===== src/rtl/csa_resolve_cpa.sv =====
// csa_resolve_cpa
// Resolves a redundant sum/carry pair from a compressor tree into a binary
// value, CHUNK bits per clock, using a small ripple adder and a chunk carry.
//
// Ports:
//   clk        - clock, rising edge
//   rst_n      - asynchronous active-low reset
//   flush      - synchronous abort, returns to IDLE and drops any result
//   in_valid   - sum_vec/carry_vec valid
//   in_ready   - high in IDLE, block can accept an operand pair
//   sum_vec    - per-column sum bits, weight 2^i
//   carry_vec  - per-column carry bits, weight 2^(i+1)
//   out_valid  - high in DONE, result valid
//   out_ready  - downstream accepts result
//   result     - sum_vec + 2*carry_vec, W+2 bits
//
// (W+2) must be a multiple of CHUNK.
module csa_resolve_cpa #(
    parameter int W     = 14,
    parameter int CHUNK = 4
) (
    input  logic           clk,
    input  logic           rst_n,
    input  logic           flush,
    input  logic           in_valid,
    output logic           in_ready,
    input  logic [W-1:0]   sum_vec,
    input  logic [W-1:0]   carry_vec,
    output logic           out_valid,
    input  logic           out_ready,
    output logic [W+1:0]   result
);

    localparam int NW  = W + 2;
    localparam int NCH = NW / CHUNK;
    localparam int KW  = (NCH > 1) ? $clog2(NCH) : 1;

    typedef enum logic [1:0] {
        ST_IDLE = 2'd0,
        ST_ADD  = 2'd1,
        ST_DONE = 2'd2
    } state_t;

    state_t          state_q, state_d;
    logic [KW-1:0]   k_q, k_d;
    logic            c_q, c_d;
    logic [NW-1:0]   a_q, a_d;
    logic [NW-1:0]   b_q, b_d;
    logic [NW-1:0]   result_q, result_d;

    logic            accept_s;
    logic            last_chunk_s;
    logic [CHUNK:0]  chunk_sum_s;

    assign accept_s     = (state_q == ST_IDLE) && in_valid && !flush;
    assign last_chunk_s = (k_q == KW'(NCH - 1));

    // Chunk adder: one extra bit on top holds the carry into the next chunk.
    always_comb begin
        chunk_sum_s = {1'b0, a_q[int'(k_q) * CHUNK +: CHUNK]}
                    + {1'b0, b_q[int'(k_q) * CHUNK +: CHUNK]}
                    + {{CHUNK{1'b0}}, c_q};
    end

    // Next-state logic for the IDLE/ADD/DONE sequencer; flush overrides everything.
    always_comb begin
        state_d = state_q;
        if (flush) begin
            state_d = ST_IDLE;
        end else begin
            case (state_q)
                ST_IDLE: begin
                    if (in_valid) begin
                        state_d = ST_ADD;
                    end else begin
                        state_d = ST_IDLE;
                    end
                end
                ST_ADD: begin
                    if (last_chunk_s) begin
                        state_d = ST_DONE;
                    end else begin
                        state_d = ST_ADD;
                    end
                end
                ST_DONE: begin
                    if (out_ready) begin
                        state_d = ST_IDLE;
                    end else begin
                        state_d = ST_DONE;
                    end
                end
                default: state_d = ST_IDLE;
            endcase
        end
    end

    // Datapath next values: operand capture on accept, chunk write-back in ADD.
    always_comb begin
        k_d      = k_q;
        c_d      = c_q;
        a_d      = a_q;
        b_d      = b_q;
        result_d = result_q;
        if (flush) begin
            k_d = {KW{1'b0}};
            c_d = 1'b0;
        end else if (accept_s) begin
            // Carry weights are one column higher, hence the shift.
            a_d = {2'b00, sum_vec};
            b_d = {1'b0, carry_vec, 1'b0};
            k_d = {KW{1'b0}};
            c_d = 1'b0;
        end else if (state_q == ST_ADD) begin
            result_d[int'(k_q) * CHUNK +: CHUNK] = chunk_sum_s[CHUNK-1:0];
            // Final chunk's carry-out is always zero, so storing it is harmless.
            c_d = chunk_sum_s[CHUNK];
            k_d = k_q + KW'(1);
        end else begin
            k_d = k_q;
        end
    end

    // State and datapath registers.
    always_ff @(posedge clk or negedge rst_n) begin
        if (!rst_n) begin
            state_q  <= ST_IDLE;
            k_q      <= {KW{1'b0}};
            c_q      <= 1'b0;
            a_q      <= {NW{1'b0}};
            b_q      <= {NW{1'b0}};
            result_q <= {NW{1'b0}};
        end else begin
            state_q  <= state_d;
            k_q      <= k_d;
            c_q      <= c_d;
            a_q      <= a_d;
            b_q      <= b_d;
            result_q <= result_d;
        end
    end

    // Handshake outputs decode directly from the state register.
    always_comb begin
        in_ready  = (state_q == ST_IDLE);
        out_valid = (state_q == ST_DONE);
        result    = result_q;
    end

endmodule


===== config.mk =====
export PLATFORM = sky130hd
export DESIGN_NAME = csa_resolve_cpa
export DESIGN_NICKNAME = d
export VERILOG_FILES = /design/src/rtl/csa_resolve_cpa.sv
export SDC_FILE = /design/constraint.sdc
export NUM_CORES = 1
export LEC_CHECK = 0
export ABC_AREA = 0
export CAP_MARGIN = 40
export CELL_PAD_IN_SITES_DETAIL_PLACEMENT = 2
export CELL_PAD_IN_SITES_GLOBAL_PLACEMENT = 2
export CORE_MARGIN = 8
export CORE_UTILIZATION = 34
export DETAILED_ROUTE_END_ITERATION = 10
export HOLD_SLACK_MARGIN = 0.06
export PLACE_DENSITY_LB_ADDON = 0.1
export RECOVER_POWER = 25
export SLEW_MARGIN = 10
export SYNTH_ARGS = -nofsm -noshare
export SYNTH_HDL_FRONTEND = slang
export SYNTH_SLANG_ARGS = --single-unit

===== constraint.sdc =====
create_clock -name clk -period 2.85 [get_ports clk]
set_clock_uncertainty 0.1 [all_clocks]
set_input_delay 0.855 -clock clk [delete_from_list [all_inputs] [get_ports clk]]
set_output_delay 0.855 -clock clk [all_outputs]
set_load 0.03 [all_outputs]

==> impl_metrics.py <==
metrics = {
    "status": {
        "status": "finished, violations left",
        "failed_checks": "max-capacitance violations, max-slew violations",
    },
    "logic_synthesis": {
        "synth_cell_types": 34,
        "async_flop_share_pct": 100,
        "ys.warnings.count": 0,
        "synth-simple-area-share_pct": 7.49,
        "post_synth_main_area_contributors": "dfrtp_1 51%, mux2_4 12%, ha_1 4.7%",
        "synth_top_family_by_area": "multiplexers",
        "syn_area_per_cell_um2": 14.0,
        "synth_largest_area_cell": "dfrtp_1",
        "ys_seq_elements": 49,
        "muxShareOfSynthArea_pct": 22.4,
        "synth_xor_xnor_area_share_pct": 0.728,
        "synth_top_area_share_pct": 51.0,
        "syn_nets": 216,
        "syn_area_mm2": 0.00241,
        "synth-main-ff-cell": "dfrtp_1",
        "yosys.cell_count.top_type": "dfrtp_1",
        "synth_compound_area_share_pct": 8.68,
        "synthAdderAreaFrac_pct": 6.34,
        "synth_edf_count": 0,
        "yosysSeqAreaShare_pct": 51.0,
        "synth_cells": 172,
        "synth_common_cells": "49 x dfrtp_1, 20 x mux2_4, 16 x nand2_1",
    },
    "layout": {
        "finish.utilization_pct": 45.6,
        "fillers": 674,
        "syn_to_final_growth_pct": 29.5,
        "diodes": 0,
        "fin_nets": 273,
        "fin_cells": 325,
        "layout-drive-gt1-share_pct": 21.8,
    },
    "floorplanning": {
        "rows": 30,
        "initial_core_util_pct": 35.2,
        "die_area_mm2": 0.0100,
        "ios": 51,
        "fp.dieW_um": 100,
        "coreArea_mm2": 0.00683,
        "dieHeight_um": 100,
    },
    "clock_tree": {
        "cts_root_buffer": "clkbuf_8",
        "path_clk_slew_ns": 0.09,
        "post_cts_resized": 0,
        "cts_buffers": 5,
        "hold_buffers": 0,
        "post_cts_buffers": 0,
        "clock_sinks": 49,
        "cts_max_level": 2,
        "clkLatencyLatePin_ns": 0.30,
        "tritoncts": "yes",
        "clk_path_buf_depth": 2,
    },
    "run": {
        "max-cap-violations": 1,
    },
    "route": {
        "drt-total-wl_um": 6110,
        "drc_errors": 0,
        "antenna_left": 0,
        "vias": 1575,
        "wl_per_cell_um": 18.8,
        "firstDrtPassIters": 4,
        "viasPerCell": 4.85,
        "first_iter_violations": 48,
    },
    "global_routing": {
        "grt_pass1_wl_um": 10200,
        "grt_pass1_vias": 1928,
        "grt_max_degree": 30,
        "grt_usage_pct": 12.9,
        "antenna_found_initial": 0,
        "gr-total-overflow": 0,
    },
    "timing": {
        "setup_violations": 0,
        "fmax_mhz": 370,
        "fin_crit_sh_pct": 94.8,
        "drv_slew": 30,
        "rsz0062_at_grt": "no",
        "hold_viol": 0,
        "fin_crit_ns": 2.70,
        "fin_tns_setup_ns": 0,
        "tightest_slew_ns": 1.61,
        "maxSlewHeadroom_pct": -7.39,
    },
    "placement": {
        "gp_congestion": 0.742,
        "hpwl_um": 4810,
        "numPlacedInstances": 318,
        "port_buffers": 50,
    },
    "power_and_ir_drop": {
        "p_leak_uw": 0.00133,
        "powerDensity_mw_per_mm2": 596,
        "irDropWorstVdd_mv": 0.266,
    },
    "critical_path": {
        "critPathKind": "reg -> reg",
        "setup.worst_path.start_class": "flop",
        "cp_max_fo": 12,
        "endpoint_kind": "flop",
        "cp.arrival_ns": 2.79,
        "cp.required_ns": 2.94,
    },
    "hold_path": {
        "worstHoldPathType": "reg -> reg",
    },
}
cell type report:
type                            count  area (um^2)  share of cell area, %
Sequential cell                    49         1230                   39.3
Multi-Input combinational cell    114         1120                   36.0
Timing Repair Buffer               55          544                   17.5
Tap cell                           96          120                   3.85
Clock buffer                        6         82.6                   2.65
Inverter                            4         15.0                  0.482
Clock inverter                      1         7.51                  0.241
report_power, final:
group / internal [uW] / leakage (uW) / switching [uW]
Clock: 192 / 0.0000433 / 228
Combinational: 292 / 0.000666 / 276
Sequential: 800 / 0.000617 / 66.9
Total: 1280 / 0.00133 / 571
final timing paths:
| kind | startpoint | to | slack (ns) | cells after the start |
|---|---|---|---|---|
| setup / recovery | k_q[0] | result[15] | 0.15 | 7 |
| hold / removal | result[11] | result[11] | 0.39 | 2 |
| setup reg to reg | k_q[0] | result[15] | 0.15 | 7 |
| hold reg to reg | result[11] | result[11] | 0.39 | 2 |
| max in group asynchronous | rst_n | b_q[8] | 0.73 | 2 |
| min in group asynchronous | rst_n | a_q[2] | 0.85 | 1 |
layout by cell type, fill, tap and decap left out, types with 2 or more instances in the layout:
cell type         n
nand3_1           2
ha_1              9
mux2_2            8
mux2_4           20
nor2_2            2
nand2_1          16
o31ai_1           8
nor2b_1           2
mux4_1            2
or3_1             2
clkdlybuf4s50_1  49
dfrtp_1          49
a21oi_1           3
buf_4             4
a22o_1            8
nor2_1            7
inv_1             3
mux4_2            2
clkbuf_8          6
fa_1              2
o21ai_0           4
mux2i_1           5
a22oi_1           2
through the flow:
step                      hold WS [ns]  cell area [um^2]  worst slack (ns)  power [uW]
after global placement           0.366              3010             0.141        1410
after CTS                        0.391              3100            0.0488        1880
after floorplan                  0.372              2410             0.293        1210
after detailed placement         0.373              3010            0.0899        1440
final                            0.386              3120             0.149        1860
after global routing             0.417              3120           0.00923        1950
logic make-up after synthesis:
family	count (synthesis)
flops	49
mux	37
simple gates	35
compound gates	29
fa+ha+maj	11
buf+inv	9
xor+xnor	2
worst max-delay path: stages (launching register included):
cell,delay [ns]
dfrtp_1,0.38
buf_4,0.23
mux4_1,0.66
ha_1,0.33
a21o_1,0.19
a21oi_1,0.24
xor2_2,0.15
o31ai_1,0.31
sequential cells by signal (all words and copies together), names as in the netlist:
register,cells
state_q,2
b_q,14
c_q,1
k_q,2
a_q,14
result,16
metal layers:
metal / part of all wire, % / global-route usage [%]
met5: 0 / 0
met2: 52 / 23.2
met3: 5.1 / 3.67
met1: 41 / 14.5
met4: 1.1 / 3.60
Power figures use the tool's default switching activity.
